## src/rtl/counter_pkg.sv

```systemverilog
// Shared constants for the prescaled counter slice.
// Also sizes the prescaler register from the divide ratio.
package counter_pkg;

  localparam int CLK_HZ    = 12000000;
  localparam int MODE_WRAP = 0;
  localparam int MODE_SAT  = 1;

  function automatic int pre_width(input int div);
    return (div > 1) ? $clog2(div) : 1;
  endfunction

endpackage

```

## src/rtl/tick_gen.sv

```systemverilog
// Prescaler: emits a one-cycle step enable
// every DIV enabled hw_clk cycles.
import counter_pkg::*;

module tick_gen #(
  parameter int DIV = 6000000
) (
  input  logic hw_clk,
  input  logic rst,
  input  logic en,
  input  logic clr,
  output logic step
);

  localparam int PW = pre_width(DIV);
  localparam logic [PW-1:0] LAST = PW'(DIV - 1);

  logic [PW-1:0] pre_q;
  logic [PW-1:0] pre_d;

  assign step = en && (pre_q == LAST);

  always_comb begin
    pre_d = pre_q;
    if (clr || step) begin
      pre_d = '0;
    end else if (en) begin
      pre_d = pre_q + PW'(1);
    end
  end

  always_ff @(posedge hw_clk or posedge rst) begin
    if (rst) begin
      pre_q <= '0;
    end else begin
      pre_q <= pre_d;
    end
  end

endmodule

```

## src/rtl/prescaled_counter.sv

```systemverilog
// Up/down counter advanced by a clock-enable prescaler,
// with clear, load, wrap/saturate and terminal-count pulse.
import counter_pkg::*;

module prescaled_counter #(
  parameter int WIDTH    = 8,
  parameter int DIV      = 6000000,
  parameter int SATURATE = MODE_WRAP
) (
  input  logic             hw_clk,
  input  logic             rst,
  input  logic             en,
  input  logic             dir,
  input  logic             clr,
  input  logic             load,
  input  logic [WIDTH-1:0] load_val,
  output logic [WIDTH-1:0] q,
  output logic             tick,
  output logic             tc
);

  localparam logic [WIDTH-1:0] ONES = {WIDTH{1'b1}};

  logic             step;
  logic             at_bound;
  logic [WIDTH-1:0] stepped;
  logic [WIDTH-1:0] q_q;
  logic [WIDTH-1:0] q_d;
  logic             tick_q;
  logic             tick_d;
  logic             tc_q;
  logic             tc_d;

  tick_gen #(
    .DIV(DIV)
  ) u_tick_gen (
    .hw_clk(hw_clk),
    .rst   (rst),
    .en    (en),
    .clr   (clr),
    .step  (step)
  );

  always_comb begin
    at_bound = dir ? (q_q == ONES) : (q_q == '0);
    stepped  = dir ? q_q + WIDTH'(1) : q_q - WIDTH'(1);
    q_d      = q_q;
    tick_d   = 1'b0;
    tc_d     = 1'b0;
    if (clr) begin
      q_d = '0;
    end else if (load) begin
      q_d = load_val;
    end else if (step) begin
      tick_d = 1'b1;
      tc_d   = at_bound;
      // saturating mode parks on the bound it just hit
      if (SATURATE == MODE_SAT && at_bound) begin
        q_d = q_q;
      end else begin
        q_d = stepped;
      end
    end
  end

  always_ff @(posedge hw_clk or posedge rst) begin
    if (rst) begin
      q_q    <= '0;
      tick_q <= 1'b0;
      tc_q   <= 1'b0;
    end else begin
      q_q    <= q_d;
      tick_q <= tick_d;
      tc_q   <= tc_d;
    end
  end

  assign q    = q_q;
  assign tick = tick_q;
  assign tc   = tc_q;

endmodule

```

## config.mk

```make
export PLATFORM = sky130hd
export DESIGN_NAME = prescaled_counter
export DESIGN_NICKNAME = d
export VERILOG_FILES = /design/src/rtl/counter_pkg.sv /design/src/rtl/tick_gen.sv /design/src/rtl/prescaled_counter.sv
export SDC_FILE = /design/constraint.sdc
export NUM_CORES = 1
export LEC_CHECK = 0
export BUFFER_PORTS_ARGS = -buffer_cell sky130_fd_sc_hd__buf_2
export CAP_MARGIN = 30
export CORE_MARGIN = 5
export CORE_UTILIZATION = 45
export CTS_CLUSTER_DIAMETER = 50
export DETAILED_ROUTE_END_ITERATION = 8
export SYNTH_ARGS = -nofsm -noshare
export SYNTH_HDL_FRONTEND = slang
export SYNTH_SLANG_ARGS = --single-unit
```

## constraint.sdc

```tcl
create_clock -name hw_clk -period 4.4 [get_ports hw_clk]
set_clock_uncertainty 0.2 [all_clocks]
set_input_delay 0.22 -clock hw_clk [delete_from_list [all_inputs] [get_ports hw_clk]]
set_output_delay 0.22 -clock hw_clk [all_outputs]
set_load 0.1 [all_outputs]
```

==> Word-level counts from Yosys, hierarchy flattened <==
Cells that the tools add are included.
W data, S select, Z words.
{ "totals": {"inputBits": 14, "regBits": 33, "word_cells": 27} }
{ "op_classes": {"n_eq_ne": 2, "n_addsub": 3, "muxes": 13, "reduce_logical": 5} }
{ "ops": {"columns": ["op", "n"], "rows": [
  ["$mux W23", 2],
  ["$mux W8", 4],
  ["$add A23 B1 Y23 const B", 1],
  ["$eq A23 B23 Y1 const B", 1],
  ["$add A8 B1 Y8 const B", 1],
  ["$eq A8 B8 Y1 const B", 1],
  ["$logic_not A8 Y1", 1],
  ["$sub A8 B1 Y8 const B", 1],
  ["$mux W1", 7],
  ["$reduce_bool A3 Y1", 1],
  ["$reduce_bool A2 Y1", 1],
  ["$logic_and A1 B1 Y1", 1],
  ["$logic_or A1 B1 Y1", 1]
]} }

==> Depth between registers and ports, before layout <==
Gate-level depths: netlist of run 1.
{ "depth": {"word_depth": 5, "ltp_mapped": 8, "mapped_depth_nobuf": 7} }

==> By module <==
From an unflattened synthesis of run 1, not the netlist that was laid out.
{ "unflattened": {"cells_unflattened": 240, "hier_area_um2": 2175.8} }
{ "modules_own_cells": {"columns": ["mod", "instances", "area_per_inst_um2", "cells_each", "seq_area_each_um2"], "rows": [
  ["tick_gen", 1, 1340.0, 147, 575.6],
  ["prescaled_counter", 1, 835.8, 93, 250.2]
]} }

==> Worst setup path before layout of run 1 <==
OpenSTA, ideal clock, no wires.
{ "synth_timing": {"kind": "flip-flop to flip-flop", "from": "register q_q[1], in the netlist q[1]", "to": "register q_q[7], in the netlist q[7]", "setup_ps": 122, "path_slack_ps": 1590, "t_arrival_ps": 2489, "stages_incl_launch_ff": 7, "path_cell_list": "dfrtp_1 ha_1 a211oi_1 o21bai_1 a2111oi_0 o311ai_0 a32o_1"} }
{ "synth_via": {"elab_chain_cells": 5, "elab_cells_between_ends": 6} }
{ "synth_rtl": {"columns": ["item", "line_no", "source"], "rows": [
  ["start: declaration", "prescaled_counter.sv:27", "logic [WIDTH-1:0] q_q;"],
  ["start signal: assignment", "prescaled_counter.sv:72", "q_q <= q_d;"],
  ["$sub A8 B1 Y8 / $add A8 B1 Y8 (equally long branches)", "prescaled_counter.sv:46", "stepped = dir ? q_q + WIDTH'(1) : q_q - WIDTH'(1);"],
  ["$mux W8 (*)", "prescaled_counter.sv:46", null],
  ["$mux W8 (*)", "prescaled_counter.sv:54", "end else if (step) begin"],
  ["$mux W8 (*)", "prescaled_counter.sv:52", "end else if (load) begin"],
  ["$mux W8 (*)", "prescaled_counter.sv:50", "if (clr) begin"]
]} }
Mark *: on every way between the ends. The rest lies on a longest branch, timed or not. The select of a mux whose other input is x is not followed.
A chain may end at the register's enable or synchronous reset.

==> Worst setup path after layout of run 1 <==
Ends and elaborated chain as after synthesis.

==> results of run 1 <==
-- cell type report --
type	instances	area share
clock buffers	7	0.0374
repair buffers	27	0.0661
well taps	52	0.0282
inverters	7	0.0114
multi-input cells	170	0.500
flip-flops and latches	33	0.357
-- path summary, 6_finish.rpt --
| path | start | end | cells after the start |
|---|---|---|---|
| setup / recovery | q[1]$_DFFE_PP0P_ | q[7]$_DFFE_PP0P_ | 6 |
| hold / removal | load_val[0] | q[0]$_DFFE_PP0P_ | 3 |
| setup reg to reg | q[1]$_DFFE_PP0P_ | q[7]$_DFFE_PP0P_ | 6 |
| hold reg to reg | u_tick_gen.pre_q[4]$_DFFE_PP0P_ | u_tick_gen.pre_q[4]$_DFFE_PP0P_ | 2 |
| max in group asynchronous | rst | tick$_DFF_PP0_ | 4 |
| min in group asynchronous | rst | q[1]$_DFFE_PP0P_ | 4 |
-- cells by family (layout without fill, tap and decap cells) --
| group | after synthesis | after routing |
|---|---|---|
| multiplexers | 2 | 2 |
| AO/OA/AOI/OAI | 31 | 31 |
| buffers and inverters | 13 | 41 |
| XOR/XNOR | 29 | 29 |
| flip-flops | 33 | 33 |
| adder cells (fa/ha/maj) | 8 | 8 |
| AND/OR/NAND/NOR | 100 | 100 |
-- cell usage after synthesis, drive strengths merged (3+ instances only) --
master / count
a21oi: 6
or4: 4
xor2: 8
nand3: 12
buf: 4
a31oi: 3
nand2: 12
ha: 7
and4: 4
dfrtp: 33
o21ai: 3
nor3: 7
nand4: 6
xnor2: 21
nor2: 36
and2: 3
nor4: 6
a211oi: 4
inv: 7
-- repair_timing --
| item | CTS | global route |
|---|---|---|
| buffers inserted | 0 | 0 |
| endpoints found under the hold margin | 35 | 0 |
| hold buffers | 3 | 0 |
-- critical path: cells and delay by family, from the launching register on --
family                     cells  cell delay [ps]
adders and majority gates      1              320
AOI/OAI and AO/OA              5             1210
DFF                            1              450
-- routing by layer --
layer,track usage,up-vias,routed length [um]
li1,-,834,-
met1,0.229,788,2280
met2,0.233,31,1910
met3,0.0405,8,170
met4,0.0464,0,57
met5,0,-,0
-- stage by stage --
step | setup WS [ps] | hold slack (ps) | power (mW) | utilization
after floorplan | 1590 | 149 | 0.413 | -
after global placement | 2020 | 136 | 0.438 | 0.501
after detailed placement | 1990 | 143 | 0.439 | 0.501
after CTS | 2090 | 10.6 | 0.671 | 0.527
after global routing | 1900 | 8.00 | 0.696 | 0.527
final | 2110 | 8.91 | 0.662 | 0.527
-- flip-flops by register name, indices dropped and copies added, names as in the netlist --
register and flops:
u_tick_gen.pre_q 23, q 8, tick 1, tc 1
-- power by group through the flow --
stage          clock network (mW)  registers, mW  logic [mW]
2_1_floorplan                   0          0.353      0.0602
3_3_place_gp                    0          0.324       0.114
3_5_place_dp                    0          0.324       0.115
4_1_cts                     0.236          0.318       0.117
5_1_grt                     0.248          0.320       0.128
6_report                    0.227          0.318       0.117
==> results.cfg, run 1 <==
[placed_design]
dp.cells = 286
placed_area_mm2 = 0.00219
gp_congestion = 0.885
post-dp-hpwl_um = 3210
io_buffers = 23

[power]
ir_drop_mv = 0.173
clock_power_share = 0.343
pwr_density_cell_mw_per_mm2 = 287
power_frac_seq = 0.481
comb_power_share = 0.176
swShare = 0.289
switchingPower_uw = 192
p_int_uw = 471
p_leak_nw = 0.974

[clock_tree]
cts_buffers = 5
clock_path_buffers = 2
clk_latency_ps = 280
ctsResizeCount = 0
htreeDepth = 2
cts_sinks = 33
tritoncts = built
path_clk_slew_ps = 70
clock-root-buffer = clkbuf_8

[detailed_routing]
wl_um = 4420
antenna_left = 0
viasPerCell = 5.61
vias = 1661
wl_per_cell_um = 14.9
drc = 0
firstDrtPassIters = 4
drtIter0Drc = 91

[global_routing]
track_usage = 0.158
gr-total-overflow = 0
grt_max_degree = 34
grt_pass1_vias = 1602
antenna_found_initial = 0
grt_pass1_wl_um = 7830

[sta]
finalHoldViolCount = 0
final-setup-viol-count = 0
relSlewSlack = 0.677
fin_tns_setup_ps = 0
fin_crit_ps = 2290
max_freq_mhz = 437
rsz0062_at_grt = no
slew_viol_final = 0
fin_crit_sh = 0.520
worst_slew_pin_slew_ps = 487

[yosys]
synth_fa_ha_area_frac = 0.0526
synth.area.mux_share = 0.00978
synthXorXnorAreaFrac = 0.124
syn_nets = 238
yosysUniqueCellTypes = 47
synth_simple_gate_area_frac = 0.273
synth-edff-count = 0
ys_ff_latch = 33
ys.flop_type = dfrtp_1
ys.warnings.count = 0
async_flop_share = 1.00
synth-compound-area-share = 0.105
synth.avg_cell_area_um2 = 9.48
synth_top_area_frac = 0.403
netlist_area_mm2 = 0.00205
synth_top_area_cell = dfrtp_1
yosys-top-cells-area = dfrtp_1 40%, xnor2_1 9.0%, nor2_1 6.6%, ha_1 4.3%, xor2_1 3.4%
synth_top_family_by_area = simple AND/OR/NAND/NOR gates
yosysSeqAreaShare = 0.403
synth_cells = 216

[setup_path]
cp_cell_sequence = ha_1 > a211oi_1 > o21bai_1 > a2111oi_0 > o311ai_0 > a32o_1
cp_data_arrival_time_ps = 2260
cpPeakStageDelay_ps = 450
slowest_stage = dfrtp_1
required_ps = 4370
r2r_setup_slack_ps = 2110
worstSetupEndpointType = register
crit_fanout = 6
critPathKind = reg2reg
critPathLaunchType = register

[layout]
final_net_count = 266
area_growth_pct = 12.9
final-instance-count-excl-fill = 296
final_cell_mix = 36 x nor2_1, 33 x dfrtp_1, 23 x buf_2
multiInputGateArea_mm2 = 0.00115
fillCellCount = 418
stdcell_area_mm2 = 0.00231
drive_gt1_frac = 0.172
diodes = 0
final_common_cell = nor2_1
ff_latch_area_um2 = 826

[floorplan]
row_count = 24
core_area_mm2 = 0.00438
dieWidth_um = 77.4
start_util = 0.467
die_area_mm2 = 0.00600
num_io_pins = 24
die_h_um = 77.4

[status]
status = finished clean

[min_path]
hold_class = in2reg

[run]
maxCapViolations = 0
Note: power is estimated with default switching activity, not from simulation.
==> inputs of run 2 (changes only) <==
--- a/config.mk
+++ b/config.mk
@@ -11,6 +11,7 @@
 export CORE_UTILIZATION = 45
 export CTS_CLUSTER_DIAMETER = 50
 export DETAILED_ROUTE_END_ITERATION = 8
+export PLACE_DENSITY = 0.67
 export SYNTH_ARGS = -nofsm -noshare
 export SYNTH_HDL_FRONTEND = slang
 export SYNTH_SLANG_ARGS = --single-unit
==> constraint.sdc (replaced) <==
create_clock -name hw_clk -period 1.97 [get_ports hw_clk]
set_clock_uncertainty 0.2 [all_clocks]
set_input_delay 0.0985 -clock hw_clk [delete_from_list [all_inputs] [get_ports hw_clk]]
set_output_delay 0.0985 -clock hw_clk [all_outputs]
set_load 0.1 [all_outputs]
==> results.cfg, run 2 (synthesis results as in run 1) <==
[clock_tree]
cts_buffers = 5
clock-root-buffer = clkbuf_8
cts_sinks = 33
clk_latency_ps = 290
htreeDepth = 2
path_clk_slew_ps = 70
clock_path_buffers = 2
tritoncts = built

[power]
ir_drop_mv = 0.493
design_power_total_mw = 1.61
p_leak_nw = 1.33
pwr_density_cell_mw_per_mm2 = 535

[placed_design]
dp.cells = 338
post-dp-hpwl_um = 3920
io_buffers = 23
gp_congestion = 0.898

[detailed_routing]
antenna_left = 0
wl_um = 5680
wl_per_cell_um = 15.7
viasPerCell = 5.47
drc = 0
drtIter0Drc = 96
vias = 1975
firstDrtPassIters = 4

[layout]
drive_gt1_frac = 0.411
final-instance-count-excl-fill = 361
final_common_cell = buf_4
diodes = 0
final_util = 0.685
final_net_count = 330
largest_reg_flops = 23
final_cell_mix = 57 x buf_4, 36 x nor2_1, 26 x dfrtp_1
top_register = u_tick_gen.pre_q
area_growth_pct = 46.6

[global_routing]
track_usage = 0.194
grt_pass1_vias = 1935
grt_max_degree = 34
gr-total-overflow = 0
antenna_found_initial = 0
grt_pass1_wl_um = 9400

[sta]
holdWs_ps = 20.4
final-setup-viol-count = 32
fin_crit_sh = 1.10
slew_viol_final = 0
layout_setup_ws_ps = -191
worst_slew_pin_slew_ps = 491
max_freq_mhz = 463
fin_crit_ps = 2160
relSlewSlack = 0.675
finalHoldViolCount = 0
rsz0062_at_grt = yes

[floorplan]
num_io_pins = 24
row_count = 24
core_area_mm2 = 0.00438
die_h_um = 77.4
dieWidth_um = 77.4
start_util = 0.467
die_area_mm2 = 0.00600

[setup_path]
crit_start = u_tick_gen.pre_q[5]$_DFFE_PP0P_
r2r_cells = 5
r2r-start = u_tick_gen.pre_q[5]$_DFFE_PP0P_
cp_data_arrival_time_ps = 2110
critPathKind = reg2reg
critPathLaunchType = register
r2r_end = q[4]$_DFFE_PP0P_
crit_fanout = 3
endpoint = q[4]$_DFFE_PP0P_
worstSetupEndpointType = register
required_ps = 1920
r2r_setup_slack_ps = -190

[min_path]
hold_class = in2reg
hold_depth = 4

[run]
maxCapViolations = 0

[status]
status = finished with violations
failed_checks = negative setup slack
==> run 2: cell types whose count changed in the layout (fill, tap and decap cells not counted), sizes merged <==
cell,change
nand2b,+1
buf,+57
dlygate4sd3,+6
clkbuf,+1
==> run 2: how the worst min path moves through the flow <==
stage	startpoint	slack [ps]	endpoint
2_1_floorplan	rst	30	q[0]$_DFFE_PP0P_
3_3_place_gp	rst	10	u_tick_gen.pre_q[6]$_DFFE_PP0P_
3_5_place_dp	rst	10	u_tick_gen.pre_q[5]$_DFFE_PP0P_
4_1_cts	en	10	u_tick_gen.pre_q[0]$_DFFE_PP0P_
5_1_grt	en	30	u_tick_gen.pre_q[0]$_DFFE_PP0P_
6_report	en	20	u_tick_gen.pre_q[0]$_DFFE_PP0P_
==> run 2: report_power, final <==
part           switching [mW]  total, mW  internal (mW)
logic                   0.216      0.361          0.145
clock network           0.248      0.532          0.285
registers              0.0170      0.712          0.695
total                   0.480       1.61           1.13
==> run 2: layout make-up <==
class                           count  area, um2
Sequential cell                    33        845
Fill cell                         335       1380
Tap cell                           52       65.1
Clock buffer                        8       90.1
Multi-Input combinational cell    171       1330
Inverter                            7       26.3
Timing Repair Buffer               90        644
==> run 2: per-layer routing <==
metal | GRT usage | share of wire | vias to the layer above | wire length, um
met1 | 0.246 | 0.44 | 953 | 2500
met5 | 0 | 0 | - | 0
met4 | 0.0567 | 0.020 | 0 | 111
met2 | 0.317 | 0.48 | 51 | 2740
met3 | 0.0625 | 0.057 | 10 | 323
li1 | - | - | 961 | -
==> run 2: worst max-delay path: stages, from the launching register on <==
cell     delay (ps)
dfrtp_1         380
nand2_1         110
or4_4           460
or4_4           580
a31oi_4         170
o22ai_1         120
==> run 2: timing repair <==
item	CTS	global route
endpoints found under the hold margin	42	0
resized for setup	14	10
setup endpoints to repair	32	32
hold buffers	9	0
cloned	1	0
buffers inserted	3	2
pin swaps	7	3
==> run 2: metrics by stage <==
step	setup WS (ps)	TNS, ps	instance area [um2]
4_1_cts	-152	-3860	2930
3_3_place_gp	-157	-4070	2650
2_1_floorplan	-222	-2780	2110
5_1_grt	-270	-6600	3000
6_report	-191	-4270	3000
3_5_place_dp	-230	-4900	2650
==> inputs of run 3 (changes only) <==
--- a/config.mk
+++ b/config.mk
@@ -11,6 +11,7 @@
 export CORE_UTILIZATION = 45
 export CTS_CLUSTER_DIAMETER = 50
 export DETAILED_ROUTE_END_ITERATION = 8
+export HOLD_SLACK_MARGIN = 0.05
 export PLACE_DENSITY = 0.67
 export SYNTH_ARGS = -nofsm -noshare
 export SYNTH_HDL_FRONTEND = slang
==> results.cfg, run 3 (synthesis results as in run 1) <==
[run]
maxCapViolations = 0

[setup_path]
critPathKind = reg2reg
r2r_cells = 5
worstSetupEndpointType = register
cp_data_arrival_time_ps = 2110
crit_fanout = 3
required_ps = 1920
r2r-start = u_tick_gen.pre_q[5]$_DFFE_PP0P_
r2r_setup_slack_ps = -180
critPathLaunchType = register
r2r_end = q[4]$_DFFE_PP0P_

[floorplan]
row_count = 24
num_io_pins = 24
die_h_um = 77.4
start_util = 0.467
core_area_mm2 = 0.00438
dieWidth_um = 77.4
die_area_mm2 = 0.00600

[clock_tree]
clock-root-buffer = clkbuf_8
cts_sinks = 33
cts_buffers = 5
htreeDepth = 2
clock_path_buffers = 2
tritoncts = built
path_clk_slew_ps = 70
clk_latency_ps = 290

[status]
status = finished with violations
failed_checks = negative setup slack

[power]
ir_drop_mv = 0.487
p_leak_nw = 1.34
pwr_density_cell_mw_per_mm2 = 529
design_power_total_mw = 1.60

[sta]
holdWs_ps = 245
fin_crit_sh = 1.09
finalHoldViolCount = 0
rsz0062_at_grt = yes
max_freq_mhz = 464
fin_crit_ps = 2150
worst_slew_pin_slew_ps = 494
final-setup-viol-count = 32
layout_setup_ws_ps = -184
slew_viol_final = 0
relSlewSlack = 0.673

[layout]
final_net_count = 333
top_register = u_tick_gen.pre_q
final_cell_mix = 57 x buf_4, 36 x nor2_1, 26 x dfrtp_1
stdcell_area_mm2 = 0.00303
drive_gt1_frac = 0.407
diodes = 0
final_common_cell = buf_4
largest_reg_flops = 23
area_growth_pct = 48.1
final-instance-count-excl-fill = 364
final_util = 0.691

[global_routing]
grt_pass1_wl_um = 9490
antenna_found_initial = 0
grt_max_degree = 34
track_usage = 0.196
gr-total-overflow = 0
grt_pass1_vias = 1963

[placed_design]
gp_congestion = 0.898
post-dp-hpwl_um = 3920
dp.cells = 338
io_buffers = 23
placed_area_mm2 = 0.00265

[detailed_routing]
antenna_left = 0
vias = 1983
viasPerCell = 5.45
wl_um = 5730
drtIter0Drc = 112
drc = 0
firstDrtPassIters = 4
wl_per_cell_um = 15.7

[min_path]
hold_class = in2async
[run 3: per-stage QoR]
step	TNS [ps]	setup WS [ps]
2_1_floorplan	-2780	-222
3_3_place_gp	-4070	-157
3_5_place_dp	-4900	-230
4_1_cts	-3860	-152
5_1_grt	-6600	-271
6_report	-4120	-184
[run 3: routing by layer]
| metal | global-route usage | part of all wire | vias up |
|---|---|---|---|
| li1 | - | - | 965 |
| met1 | 0.249 | 0.43 | 951 |
| met2 | 0.327 | 0.49 | 55 |
| met3 | 0.0532 | 0.060 | 12 |
| met4 | 0.0567 | 0.021 | 0 |
| met5 | 0 | 0 | - |
[run 3: layout make-up]
cell class	count	area, um2
Fill cell	329	1350
Timing Repair Buffer	93	674
Sequential cell	33	845
Inverter	7	26.3
Clock buffer	8	90.1
Tap cell	52	65.1
Multi-Input combinational cell	171	1330
[run 3: worst max path at each step]
stage                                           from               end  slack [ps]  cells after the start
floorplan                           q[1]$_DFFE_PP0P_  q[7]$_DFFE_PP0P_        -220                      6
global placement    u_tick_gen.pre_q[14]$_DFFE_PP0P_  q[1]$_DFFE_PP0P_        -160                      7
detailed placement                  q[1]$_DFFE_PP0P_  q[7]$_DFFE_PP0P_        -230                      6
CTS                 u_tick_gen.pre_q[13]$_DFFE_PP0P_      tc$_DFF_PP0_        -150                      4
global route         u_tick_gen.pre_q[5]$_DFFE_PP0P_  q[4]$_DFFE_PP0P_        -270                      5
finish               u_tick_gen.pre_q[5]$_DFFE_PP0P_  q[4]$_DFFE_PP0P_        -180                      5
[run 3: report_power, final]
part           internal (mW)  switching (mW)
clock                  0.285           0.242
sequential             0.695          0.0168
combinational          0.149           0.217
[run 3: worst max-delay path, cell delays in order, from the launching register on]
cell and delay (ps):
dfrtp_1 380, nand2_1 110, or4_4 460, or4_4 580
a31oi_4 170, o22ai_1 110
[run 3: timing repair]
| item | in CTS | in global routing |
|---|---|---|
| hold buffers | 12 | 0 |
| setup endpoints to repair | 32 | 32 |
| gates resized for setup | 14 | 10 |
| cloned | 1 | 0 |
| hold endpoints to repair | 46 | 0 |
| pin swaps | 7 | 3 |
| buffers inserted | 3 | 2 |
